`src/rtl/systolic_pe_acc_if.sv`:
```
// Operand, forwarding and result-drain signals of one systolic MAC processing element.
// Signal names carry the PE's own direction suffix; the master modport is the PE's surroundings.
interface systolic_pe_acc_if #(
  parameter int DATA_W = 16,
  parameter int ACC_W  = 40
);
  logic [DATA_W-1:0] top_i;
  logic              top_valid_i;
  logic [DATA_W-1:0] left_i;
  logic              left_valid_i;
  logic              left_last_i;
  logic [DATA_W-1:0] down_o;
  logic              down_valid_o;
  logic [DATA_W-1:0] right_o;
  logic              right_valid_o;
  logic              right_last_o;
  logic [ACC_W-1:0]  acc_o;
  logic [ACC_W-1:0]  res_i;
  logic              res_valid_i;
  logic              res_ready_o;
  logic [ACC_W-1:0]  res_o;
  logic              res_sat_o;
  logic              res_valid_o;
  logic              res_ready_i;
  logic              err_o;

  modport slave (
    input  top_i, top_valid_i, left_i, left_valid_i, left_last_i,
    input  res_i, res_valid_i, res_ready_i,
    output down_o, down_valid_o, right_o, right_valid_o, right_last_o,
    output acc_o, res_ready_o, res_o, res_sat_o, res_valid_o, err_o
  );

  modport master (
    output top_i, top_valid_i, left_i, left_valid_i, left_last_i,
    output res_i, res_valid_i, res_ready_i,
    input  down_o, down_valid_o, right_o, right_valid_o, right_last_o,
    input  acc_o, res_ready_o, res_o, res_sat_o, res_valid_o, err_o
  );
endinterface

```
`src/rtl/systolic_pe_acc.sv`:
```
// Systolic-array PE: forwards operands, accumulates top*left per tile, and drains
// closed-tile results through a shared result chain with priority over upstream results.
module systolic_pe_acc #(
  parameter int DATA_W   = 16,
  parameter int ACC_W    = 40,
  parameter bit SIGNED   = 1'b1,
  parameter bit SATURATE = 1'b1
) (
  input  logic            clk,
  input  logic            rst,
  systolic_pe_acc_if.slave io
);

  localparam logic [ACC_W-1:0] S_MAX = {1'b0, {(ACC_W-1){1'b1}}};
  localparam logic [ACC_W-1:0] S_MIN = {1'b1, {(ACC_W-1){1'b0}}};

  logic [DATA_W-1:0]   down_q, right_q;
  logic                down_valid_q, right_valid_q, right_last_q;
  logic [ACC_W-1:0]    acc_q, acc_d;
  logic                sat_q, sat_d;
  logic [ACC_W-1:0]    own_q;
  logic                own_sat_q, own_valid_q;
  logic [ACC_W-1:0]    out_q;
  logic                out_sat_q, out_valid_q;
  logic                err_q;

  logic [2*DATA_W-1:0] top_x, left_x, prod;
  logic [ACC_W-1:0]    prod_ext;
  logic [ACC_W:0]      sum_w;
  logic                ovf;
  logic                mac_fire, tile_close, out_free, own_drain;

  assign mac_fire   = io.top_valid_i & io.left_valid_i;
  assign tile_close = mac_fire & io.left_last_i;
  assign out_free   = ~out_valid_q | io.res_ready_i;
  assign own_drain  = out_free & own_valid_q;

  // Operands are widened before multiplying so the low 2*DATA_W bits are exact for either signedness.
  always_comb begin
    top_x    = SIGNED ? (2*DATA_W)'($signed(io.top_i))  : (2*DATA_W)'(io.top_i);
    left_x   = SIGNED ? (2*DATA_W)'($signed(io.left_i)) : (2*DATA_W)'(io.left_i);
    prod     = top_x * left_x;
    prod_ext = SIGNED ? ACC_W'($signed(prod)) : ACC_W'(prod);
    sum_w    = {1'b0, acc_q} + {1'b0, prod_ext};
    if (SIGNED)
      ovf = (acc_q[ACC_W-1] == prod_ext[ACC_W-1]) && (sum_w[ACC_W-1] != acc_q[ACC_W-1]);
    else
      ovf = sum_w[ACC_W];
    acc_d = sum_w[ACC_W-1:0];
    sat_d = sat_q;
    if (SATURATE && ovf) begin
      sat_d = 1'b1;
      if (SIGNED) acc_d = acc_q[ACC_W-1] ? S_MIN : S_MAX;
      else        acc_d = '1;
    end
  end

  always_ff @(posedge clk) begin
    if (rst) begin
      down_q        <= '0;
      down_valid_q  <= 1'b0;
      right_q       <= '0;
      right_valid_q <= 1'b0;
      right_last_q  <= 1'b0;
      acc_q         <= '0;
      sat_q         <= 1'b0;
      own_q         <= '0;
      own_sat_q     <= 1'b0;
      own_valid_q   <= 1'b0;
      out_q         <= '0;
      out_sat_q     <= 1'b0;
      out_valid_q   <= 1'b0;
      err_q         <= 1'b0;
    end else begin
      down_q        <= io.top_i;
      down_valid_q  <= io.top_valid_i;
      right_q       <= io.left_i;
      right_valid_q <= io.left_valid_i;
      right_last_q  <= io.left_last_i;

      if (mac_fire) begin
        acc_q <= tile_close ? '0 : acc_d;
        sat_q <= tile_close ? 1'b0 : sat_d;
      end

      // The own slot accepts a new result when empty or when its old one drains this edge.
      if (tile_close && (!own_valid_q || own_drain)) begin
        own_q       <= acc_d;
        own_sat_q   <= sat_d;
        own_valid_q <= 1'b1;
      end else if (own_drain) begin
        own_valid_q <= 1'b0;
      end

      if (out_free) begin
        if (own_valid_q) begin
          out_q       <= own_q;
          out_sat_q   <= own_sat_q;
          out_valid_q <= 1'b1;
        end else if (io.res_valid_i) begin
          out_q       <= io.res_i;
          out_sat_q   <= 1'b0;
          out_valid_q <= 1'b1;
        end else begin
          out_valid_q <= 1'b0;
        end
      end

      if ((io.top_valid_i ^ io.left_valid_i) || (tile_close && own_valid_q && !own_drain))
        err_q <= 1'b1;
    end
  end

  assign io.down_o        = down_q;
  assign io.down_valid_o  = down_valid_q;
  assign io.right_o       = right_q;
  assign io.right_valid_o = right_valid_q;
  assign io.right_last_o  = right_last_q;
  assign io.acc_o         = acc_q;
  assign io.res_o         = out_q;
  assign io.res_sat_o     = out_sat_q;
  assign io.res_valid_o   = out_valid_q;
  assign io.res_ready_o   = out_free & ~own_valid_q;
  assign io.err_o         = err_q;

endmodule

```
`src/flat_wrapper.sv`:
```
// flat-port wrapper written by rule: the top's interface ports become plain ports
module systolic_pe_acc_flat 
#(
  parameter int DATA_W   = 16,
  parameter int ACC_W    = 40,
  parameter bit SIGNED   = 1'b1,
  parameter bit SATURATE = 1'b1
)
  (clk, rst, io_top_i, io_top_valid_i, io_left_i, io_left_valid_i, io_left_last_i, io_res_i, io_res_valid_i, io_res_ready_i, io_down_o, io_down_valid_o, io_right_o, io_right_valid_o, io_right_last_o, io_acc_o, io_res_ready_o, io_res_o, io_res_sat_o, io_res_valid_o, io_err_o);
  systolic_pe_acc_if #(.DATA_W(DATA_W), .ACC_W(ACC_W)) io_i ();
  input  logic clk;
  input  logic rst;
  input wire logic [$bits(io_i.top_i)-1:0] io_top_i;
  input wire logic [$bits(io_i.top_valid_i)-1:0] io_top_valid_i;
  input wire logic [$bits(io_i.left_i)-1:0] io_left_i;
  input wire logic [$bits(io_i.left_valid_i)-1:0] io_left_valid_i;
  input wire logic [$bits(io_i.left_last_i)-1:0] io_left_last_i;
  input wire logic [$bits(io_i.res_i)-1:0] io_res_i;
  input wire logic [$bits(io_i.res_valid_i)-1:0] io_res_valid_i;
  input wire logic [$bits(io_i.res_ready_i)-1:0] io_res_ready_i;
  output wire logic [$bits(io_i.down_o)-1:0] io_down_o;
  output wire logic [$bits(io_i.down_valid_o)-1:0] io_down_valid_o;
  output wire logic [$bits(io_i.right_o)-1:0] io_right_o;
  output wire logic [$bits(io_i.right_valid_o)-1:0] io_right_valid_o;
  output wire logic [$bits(io_i.right_last_o)-1:0] io_right_last_o;
  output wire logic [$bits(io_i.acc_o)-1:0] io_acc_o;
  output wire logic [$bits(io_i.res_ready_o)-1:0] io_res_ready_o;
  output wire logic [$bits(io_i.res_o)-1:0] io_res_o;
  output wire logic [$bits(io_i.res_sat_o)-1:0] io_res_sat_o;
  output wire logic [$bits(io_i.res_valid_o)-1:0] io_res_valid_o;
  output wire logic [$bits(io_i.err_o)-1:0] io_err_o;
  assign io_i.top_i = io_top_i;
  assign io_i.top_valid_i = io_top_valid_i;
  assign io_i.left_i = io_left_i;
  assign io_i.left_valid_i = io_left_valid_i;
  assign io_i.left_last_i = io_left_last_i;
  assign io_i.res_i = io_res_i;
  assign io_i.res_valid_i = io_res_valid_i;
  assign io_i.res_ready_i = io_res_ready_i;
  assign io_down_o = io_i.down_o;
  assign io_down_valid_o = io_i.down_valid_o;
  assign io_right_o = io_i.right_o;
  assign io_right_valid_o = io_i.right_valid_o;
  assign io_right_last_o = io_i.right_last_o;
  assign io_acc_o = io_i.acc_o;
  assign io_res_ready_o = io_i.res_ready_o;
  assign io_res_o = io_i.res_o;
  assign io_res_sat_o = io_i.res_sat_o;
  assign io_res_valid_o = io_i.res_valid_o;
  assign io_err_o = io_i.err_o;
  systolic_pe_acc #(.DATA_W(DATA_W), .ACC_W(ACC_W), .SIGNED(SIGNED), .SATURATE(SATURATE)) u_core (.clk(clk), .rst(rst), .io(io_i));
endmodule
```
`config.mk`:
```
export PLATFORM = sky130hd
export DESIGN_NAME = systolic_pe_acc_flat
export DESIGN_NICKNAME = d
export VERILOG_FILES = /design/src/rtl/systolic_pe_acc_if.sv /design/src/rtl/systolic_pe_acc.sv /design/src/flat_wrapper.sv
export SDC_FILE = /design/constraint.sdc
export NUM_CORES = 1
export LEC_CHECK = 0
export ABC_CLOCK_PERIOD_IN_PS = 15230
export BUFFER_PORTS_ARGS = -buffer_cell sky130_fd_sc_hd__clkbuf_2
export CORE_MARGIN = 1
export CORE_UTILIZATION = 33
export DETAILED_ROUTE_END_ITERATION = 6
export PLACE_DENSITY = 0.55
export SLEW_MARGIN = 20
export SYNTH_ARGS = -nofsm -noshare
export SYNTH_HDL_FRONTEND = slang
export SYNTH_SLANG_ARGS = --single-unit
```
`constraint.sdc`:
```
create_clock -name clk -period 15.23 [get_ports clk]
set_input_delay 2.2845 -clock clk [delete_from_list [all_inputs] [get_ports clk]]
set_output_delay 2.2845 -clock clk [all_outputs]
set_load 0.01 [all_outputs]
```
==> run metrics, run 1 <==
status=completed; most frequent cell after synthesis=inv_1; Global Route Usage Sum=18.0%; Avg Cell Area, Syn=9.06 sq um; post_cts resized=0; vias in the first global route=14,700; post-route non-filler standard cell count=2,831; number of port buffers=~200; via count=14,000; synth top area cells=fa_1 (29%), dfxtp_1 (18%), ha_1 (8.5%); Final Wtd Congestion=0.857; most numerous cell on the critical path=fa_1; hold crit path type=flop to flop; DRC Markers=0; Yosys top cell by area=fa_1; Crit. End Element=flop; Ys Warns=0; gr ovfl total=0; H-tree depth=4; Max Clk Rate=87.3 MHz; Post-CTS Hold Buffers=0; CTS tree=done; DPL Wire Length=38,800 microns; via-per-instance ratio=4.94; Die Ht=236 microns; endpoints failing setup=0; postcts setup bufs=0; Worst-Skew Late Latency=0.46 ns; Syn Inst Count=1,991; CTS Sinks=161; RR Startpoint=u_core.io.acc_o[1]$_SDFFE_PP0P_; Clock Path Buffers=2; Reg-to-Reg End=u_core.own_sat_q$_SDFFE_PP0P_; Ant. Diodes=0; Slew headroom=43.7%; crit path from=io_top_i[7]; WL met3=1600 microns; setup TNS=0 ns; # IOs=198; width of the die=approximately 240 microns; slowest stage delay, CP=0.73 ns; syn_nets=roughly 2,500; final hold vios=0; setup clock skew after layout=0.0204 ns; Starting DRT DRC Count=739; Worst Path Required=15.59 ns; fin. max-slew vios=0; Async SR Flop Fraction=0%; post-DR wirelength/cell=17.2 microns; register area=roughly 3200 sq um; R2R cell count=10; TritonCTS Buffers=17; post-synthesis cell type count=79; WP data arrival=11.82 ns; DRT met1 WL=roughly 20,000 microns; nets@finish=around 2,600; maximum number of pins on one net before global-route repair=83; flops & latches, synth=161; Tmin final=11.46 ns; Tcrit/Tclk final=around 75%; FILL cells=5,450; Starting Density=33.5%; clk slew on worst S/H paths=0.07 ns; top sig layer=met4; synth cell count leaders=inv_1 (303), fa_1 (263), nand2_1 (199), dfxtp_1 (161), nor2_1 (136); Placed Cells incl. Taps=2,799; Layout area overhead=11.7%; Antenna Violating Nets Remaining=0; Setup crit start kind=input pin; detailed-routed wire length on met2=25,300 microns; Top FF cell, synth=dfxtp_1; first-pass GRT wire length=~80,000 microns; root buf cell=clkbuf_16; worst slew pin tran=between 0.8 and 0.9 ns; Post-synth EDFFs=0; DRT Wirelength=slightly below 50,000 microns; multi-input gate area in the final layout=between 10,000 and 15,000 sq um; crit path to=u_core.own_q[4]$_SDFFE_PP0P_; FP Rows=85; initial antenna violation count=0; core area=53,900 sq um; unrepaired setup endpoints after global routing=no; die area=~56,000 sq um; worst-path fanout max=30; max_cap viols=0; post-synthesis sequential area ratio=17.9%; slowest CP cell=a2111oi_0; R2R Setup Slk=11.40 ns; TritonRoute pass-1 iters=7; ratio of cells with drive above 1 in the final layout=14.0%; area share of the largest cell type after synthesis=29.2%; CP Class=input pin to flop; area of the mapped netlist=18,000 sq um
[per-layer routing]
layer	track usage (%)	vias up
li1	-	6693
met1	22.2	6961
met2	32.0	255
met4	6.06	0
met3	2.53	67
met5	0	-
[logic make-up (layout without fill, tap and decap cells)]
kind of cell | count (synthesis) | after routing | share of synthesized area (%)
and+or+nand+nor | 572 | 572 | 15.3
buffers and inverters | 395 | 539 | 8.76
adders and majority gates | 386 | 386 | 37.7
AOI/OAI and AO/OA | 372 | 372 | 14.9
DFF | 161 | 161 | 17.9
xor gates and xnor gates | 64 | 64 | 3.18
muxes | 41 | 41 | 2.27
[cell type report]
| type | count | area share, % |
|---|---|---|
| multi-input combinational | 1435 | 65.8 |
| sequential | 161 | 16.0 |
| inverter | 303 | 5.64 |
| timing repair buffer | 204 | 5.17 |
| tap | 696 | 4.32 |
| clock buffer | 17 | 2.11 |
| clock inverter | 15 | 0.956 |
[flip-flops by register name (all words and copies together), names as in the netlist]
name,cells
u_core.own_valid_q,1
u_core.io.res_sat_o,1
u_core.io.res_o,40
u_core.io.err_o,1
u_core.io.right_o,16
u_core.own_sat_q,1
u_core.io.res_valid_o,1
u_core.io.right_valid_o,1
u_core.io.down_valid_o,1
u_core.io.right_last_o,1
u_core.io.acc_o,40
u_core.io.down_o,16
u_core.own_q,40
u_core.sat_q,1
[critical path, delay by kind of cell]
kind	cells	cell delay, ns
buffers and inverters	5	1.06
AND/OR/NAND/NOR	4	1.09
adder cells (fa/ha/maj)	8	3.68
XOR/XNOR	1	0.08
AO/OA/AOI/OAI	11	3.58
[layout by cell type (no fill, tap or decap), drive strengths merged, types with 4 or more instances in the layout]
cell	Yosys	routed
a41oi	4	4
xnor2	48	48
o21bai	12	12
ha	123	123
dfxtp	161	161
nor2	136	136
buf	11	8
clkinv	0	9
a21boi	4	4
a211oi	84	84
inv	303	308
nand2b	15	15
o21ai	75	75
a21oi	106	106
nand4	8	8
a21o	24	24
nor2b	36	36
xor2	15	15
mux2i	41	41
a31oi	10	10
and2	127	127
and3	4	4
clkbuf	77	213
fa	263	263
o21a	14	14
or3	11	11
o211ai	10	10
nand3	14	14
nor3	11	11
nand2	199	199
[worst min path at each step]
stage,start,to,depth (start not counted)
detailed placement,u_core.sat_q$_SDFFE_PP0P_,u_core.sat_q$_SDFFE_PP0P_,1
CTS,u_core.sat_q$_SDFFE_PP0P_,u_core.sat_q$_SDFFE_PP0P_,1
finish,u_core.sat_q$_SDFFE_PP0P_,u_core.sat_q$_SDFFE_PP0P_,1
floorplan,u_core.sat_q$_SDFFE_PP0P_,u_core.sat_q$_SDFFE_PP0P_,1
global route,u_core.sat_q$_SDFFE_PP0P_,u_core.sat_q$_SDFFE_PP0P_,1
global placement,u_core.sat_q$_SDFFE_PP0P_,u_core.sat_q$_SDFFE_PP0P_,1
[metrics by stage]
| stage | instance area, sq um | hold WS (ns) | utilization, % | worst slack (ns) |
|---|---|---|---|---|
| after floorplan | 18000 | 0.434 | - | 5.26 |
| after global placement | 19500 | 0.445 | 36.2 | 3.64 |
| after detailed placement | 19500 | 0.456 | 36.2 | 3.35 |
| after CTS | 20200 | 0.474 | 37.4 | 3.81 |
| after global routing | 20200 | 0.495 | 37.4 | 3.24 |
| final | 20200 | 0.474 | 37.4 | 3.77 |
Power of run 1 is left out: the tool's default activity adds up to more than one toggle a clock period on the data nets, which glitch-free logic cannot reach.
==> run 2: changes to the inputs <==
ABC_AREA = 1   (was not set)
ABC_CLOCK_PERIOD_IN_PS = 11200   (was 15230)
clock period = 11.2 ns   (was 15.23 ns; I/O delays follow)
==> run metrics, run 2 <==
status=completed; core area=58,900 sq um (+9.2%); initial antenna violation count=1 (+1); DPL Wire Length=45,300 microns (+17%); CTS tree=done; Crit. End Element=flop; Ant. Diodes=0 (unchanged); via count=16,700 (+19%); DRC Markers=0 (unchanged); Worst Path Required=11.54 ns (-4.05 ns); most numerous cell on the critical path=nand2_1; Top FF cell, synth=dfxtp_1; complex-gate fraction of the synthesized area=10.1% (-4.8 points); vias in the first global route=16,600 (+13%); number of port buffers=197 (unchanged); area share of the largest cell type after synthesis=26.8% (-2.4 points); Avg Cell Area, Syn=7.19 sq um (-21%); Tmin final=9.54 ns; nets@finish=3,300 (+28%); clk slew on worst S/H paths=0.08 ns (about the same); hold crit path type=flop to flop; first-pass GRT wire length=91,800 microns (+16%); endpoints failing setup=0 (unchanged); slowest CP cell=fa_1; unrepaired setup endpoints after global routing=no; syn_nets=3,196 (+30%); main combinational cell family by area after synthesis=adder cells; XOR/XNOR Fraction of Synth Area=2.05% (-1.1 points); synth cell count leaders=inv_1 (628), nand2_1 (602), nor2_1 (273), fa_1 (263), dfxtp_1 (161); DRT Wirelength=57,200 microns (+18%); Final Wtd Congestion=0.942 (+10%); setup TNS=0 ns (unchanged); Post-CTS Hold Buffers=0 (unchanged); Die Ht=246 microns (+4.3%); post_cts resized=0 (unchanged); Syn Inst Count=2,731 (+37%); Antenna Violating Nets Remaining=0 (unchanged); gr ovfl total=0 (unchanged); final hold vios=0 (unchanged); fin. max-slew vios=0 (unchanged); slowest stage delay, CP=0.77 ns (+0.04 ns); Adder-Cell Fraction of Synth Area=34.6% (-3.1 points); Layout area overhead=10.9%; maximum number of pins on one net before global-route repair=81 (-2.4%); Post-synth EDFFs=0 (unchanged); area of the mapped netlist=19,600 sq um (+8.9%); TritonCTS Buffers=17 (unchanged); WP data arrival=9.87 ns (-1.95 ns); ratio of cells with drive above 1 in the final layout=13.0% (-1.0 points); max_cap viols=0 (unchanged); synth top area cells=fa_1 (27%), dfxtp_1 (16%), inv_1 (12%); Ys Warns=0 (unchanged); Slew headroom=39.0% (-4.7 points); Starting Density=33.3% (-0.11 points); Max Clk Rate=between 100 and 150 MHz; post-DR wirelength/cell=15.8 microns (-8.1%); worst slew pin tran=0.914 ns (+0.0914 ns); post-synthesis cell type count=39 (-51%); die area=60,500 sq um (+8.8%); CTS Sinks=161 (unchanged); post-synthesis mux area share=0% (-2.3 points); flops & latches, synth=161 (unchanged); Worst-Skew Late Latency=0.50 ns (+0.04 ns); Tcrit/Tclk final=a little under nine tenths; Clock Path Buffers=2 (unchanged); FP Rows=89 (+4.7%); postcts setup bufs=0 (unchanged); CP Class=input pin to flop; via-per-instance ratio=4.60 (-6.8%); Design Area, Final=21,800 sq um (+8.1%); # IOs=198 (unchanged); root buf cell=clkbuf_16; setup clock skew after layout=0.0207 ns (+0.000355 ns); Starting DRT DRC Count=947 (+28%); Global Route Usage Sum=19.6% (+1.6 points); most frequent cell after synthesis=inv_1; Yosys top cell by area=fa_1; Post-DP Area=21,200 sq um (+8.4%); commonest cells after routing, fill and taps aside=inv_1 (628), nand2_1 (602), nor2_1 (272); Setup crit start kind=input pin; worst-path fanout max=41 (+37%); FILL cells=6,323 (+16%); width of the die=246 microns (+4.3%); H-tree depth=4 (unchanged); post-synthesis sequential area ratio=16.4% (-1.5 points); Async SR Flop Fraction=0% (unchanged); most common cell after layout, fill and taps aside=inv_1; TritonRoute pass-1 iters=5 (-2); Post-Synth Simple-Gate Area=22.1% (+6.7 points)
## run 2: cell types whose count changed in the layout (fill, tap and decap cells not counted), sizes merged, moves of 41 or more
cell    before  now
nand2      199  656
inv        308  640
nor2       136  280
and2       127    0
a21oi      106  197
a211oi      84    0
nand3       14   60
o21ai       75  121
mux2i       41    0
## run 2: critical path: cells and delay by family
kind,cells,cell delay (ns)
buf+inv,4,0.48
simple gates,17,2.99
fa+ha+maj,8,3.90
xor+xnor,1,0.26
compound gates,4,0.54
## run 2: cell families (layout without fill, tap and decap cells)
logic type / after synthesis / after routing
adder cells (fa/ha/maj): 386 / 386
AND/OR/NAND/NOR: 1034 / 1034
XOR/XNOR: 46 / 46
AO/OA/AOI/OAI: 348 / 348
flip-flops: 161 / 161
buffers and inverters: 756 / 873
## run 2: path summary, 6_finish.rpt
path	from	to	slack, ns	cells after the start
worst max-delay path	io_top_i[15]	u_core.io.acc_o[25]$_SDFFE_PP0P_	1.66	34
worst min-delay path	u_core.io.res_sat_o$_SDFFE_PP0P_	u_core.io.res_sat_o$_SDFFE_PP0P_	0.48	2
worst max register to register	u_core.own_valid_q$_SDFFE_PP0P_	u_core.own_q[25]$_SDFFE_PP0P_	7.82	10
worst min register to register	u_core.io.res_sat_o$_SDFFE_PP0P_	u_core.io.res_sat_o$_SDFFE_PP0P_	0.48	2
## run 2: area by class of cell
| class | count | area (sq um) | area share [%] |
|---|---|---|---|
| repair buffers | 206 | 1070 | 4.91 |
| flip-flops and latches | 161 | 3220 | 14.8 |
| clock inverters | 13 | 158 | 0.724 |
| multi-input cells | 1814 | 13500 | 62.1 |
| inverters | 635 | 2380 | 11.0 |
| well taps | 773 | 967 | 4.44 |
| clock buffers | 19 | 453 | 2.08 |
## run 2: per-stage QoR
step	hold slack, ns	setup slack, ns	instances	utilization (%)
finish	0.481	1.66	3621	37.0
global route	0.497	1.13	3621	37.0
CTS	0.483	1.76	3621	37.0
detailed placement	0.471	1.25	3589	35.9
global placement	0.466	1.27	3588	35.9
floorplan	0.462	2.53	2731	-
## run 2: layer usage
metal,share of wire [%],up-vias,global-route usage [%]
li1,-,8307,-
met1,45,8024,25.9
met2,49,284,32.7
met3,4.2,44,3.43
met4,1.6,2,5.52
met5,0.023,-,0
Power of run 2 is left out for the same reason.
==> run 3: changes to the inputs <==
ABC_AREA = not set   (was 1)
CTS_CLUSTER_DIAMETER = 60   (was not set)
==> run metrics, run 3 (same netlist as run 1, synthesis figures left out) <==
Post-CTS Hold Buffers=0 (unchanged); most numerous cell on the critical path=fa_1; max_cap viols=0 (unchanged); DRT Wirelength=49,100 microns (-14%); Max Clk Rate=98.0 MHz (-6.5%); maximum number of pins on one net before global-route repair=83 (+2.5%); root buf cell=clkbuf_16; status=completed; commonest cells after routing, fill and taps aside=inv_1 (303), fa_1 (263), nand2_1 (199); Die Ht=236 microns (-4.1%); Tcrit/Tclk final=91.1% (+5.9 points); first-pass GRT wire length=78,500 microns (-14%); TritonRoute pass-1 iters=5 (unchanged); Slew headroom=43.0% (+3.9 points); Layout area overhead=12.1%; Tmin final=10.20 ns (+0.663 ns); hold crit path type=flop to flop; CTS Sinks=161 (unchanged); FP Rows=85 (-4.5%); multi-input gate area in the final layout=13,300 sq um (-1.9%); H-tree depth=4 (unchanged); clk slew on worst S/H paths=0.08 ns (about the same); die area=55,600 sq um (-8.1%); Layout Utilization=37.5% (+0.53 points); DPL Wire Length=38,600 microns (-15%); Worst Hold Depth=1 (-1); FILL cells=5,369 (-15%); Starting Density=33.5% (+0.11 points); most common cell after layout, fill and taps aside=inv_1; initial antenna violation count=3 (+2); # IOs=198 (unchanged); DRC Markers=0 (unchanged); TritonCTS Buffers=17 (unchanged); final hold vios=0 (unchanged); Setup crit start kind=input pin; met3 Track Usage GR=2.42% (-1.0 points); fin. max-slew vios=0 (unchanged); GRT busiest layer=met2; number of port buffers=197 (unchanged); Ant. Diodes=0 (unchanged); vias in the first global route=14,400 (-13%); slowest CP cell=fa_1; core area=53,900 sq um (-8.5%); Global Route Usage Sum=18.1% (-1.6 points); unrepaired setup endpoints after global routing=no; CP Class=input pin to flop; postcts setup bufs=0 (unchanged); setup TNS=0 ns (unchanged); nets@finish=2,595 (-21%); R2R cell count=11 (+1); slowest stage delay, CP=0.56 ns (-0.21 ns); met2 usage=32.4% (-0.24 points); met1 Resource Use GR=22.2% (-3.7 points); Final Wtd Congestion=0.838 (-11%); via-per-instance ratio=4.94 (+7.3%); gr ovfl total=0 (unchanged); Worst-Skew Late Latency=0.47 ns (-0.03 ns); Starting DRT DRC Count=760 (-20%); Clock Path Buffers=2 (unchanged); post-DR wirelength/cell=17.3 microns (+9.5%); register area=3220 sq um (unchanged); WP data arrival=10.57 ns (+0.70 ns); worst-path fanout max=23 (-44%); post_cts resized=0 (unchanged); Antenna Violating Nets Remaining=0 (unchanged); ratio of cells with drive above 1 in the final layout=14.3% (+1.3 points); worst slew pin tran=0.855 ns (-0.0590 ns); CTS tree=done; via count=14,000 (-16%); width of the die=236 microns (-4.1%); Crit. End Element=flop; Worst Path Required=11.57 ns (+0.03 ns); endpoints failing setup=0 (unchanged); setup clock skew after layout=0.0239 ns (+0.00323 ns)
## run 3: cell count changes in the layout (fill, tap and decap cells not counted), sizes merged, moves of 46 or more
cell,previous run,this run
nor2,280,136
a211oi,0,84
and2,0,127
inv,640,311
nand3,60,14
a21oi,197,106
nand2,656,199
o21ai,121,75
## run 3: worst max-delay path, delay by kind of cell
family	cells	cell delay, ns
AOI/OAI and AO/OA	11	3.35
xor gates and xnor gates	1	0.08
adders and majority gates	8	3.67
buffers and inverters	5	0.93
and+or+nand+nor	4	0.81
## run 3: cell type report
cell class	instances	share of cell area [%]
clock buffers	17	2.10
clock inverters	15	0.996
inverters	303	5.62
multi-input cells	1435	65.6
flip-flops and latches	161	15.9
well taps	696	4.31
repair buffers	212	5.45
## run 3: per-stage QoR
stage / cells / instance area, sq um / hold slack (ns) / setup WS [ns]
after global routing: 2839 / 20200 / 0.506 / 0.392
final: 2839 / 20200 / 0.469 / 1.00
after detailed placement: 2807 / 19600 / 0.453 / 0.478
after floorplan: 1991 / 18000 / 0.434 / 1.83
after CTS: 2839 / 20200 / 0.472 / 0.948
after global placement: 2807 / 19600 / 0.443 / 0.667
## run 3: metal layers
metal | routed length [microns] | share of wire (%)
met1 | 20600 | 42
met2 | 25700 | 52
met3 | 1610 | 3.3
met4 | 1130 | 2.3
met5 | 23 | 0.047
## run 3: final timing paths
kind / start / end / slack (ns)
max: io_top_i[6] / u_core.own_q[17]$_SDFFE_PP0P_ / 1.00
min: u_core.sat_q$_SDFFE_PP0P_ / u_core.sat_q$_SDFFE_PP0P_ / 0.47
max reg2reg: u_core.io.acc_o[2]$_SDFFE_PP0P_ / u_core.own_q[0]$_SDFFE_PP0P_ / 7.64
min reg2reg: u_core.sat_q$_SDFFE_PP0P_ / u_core.sat_q$_SDFFE_PP0P_ / 0.47
Power of run 3 is left out for the same reason.
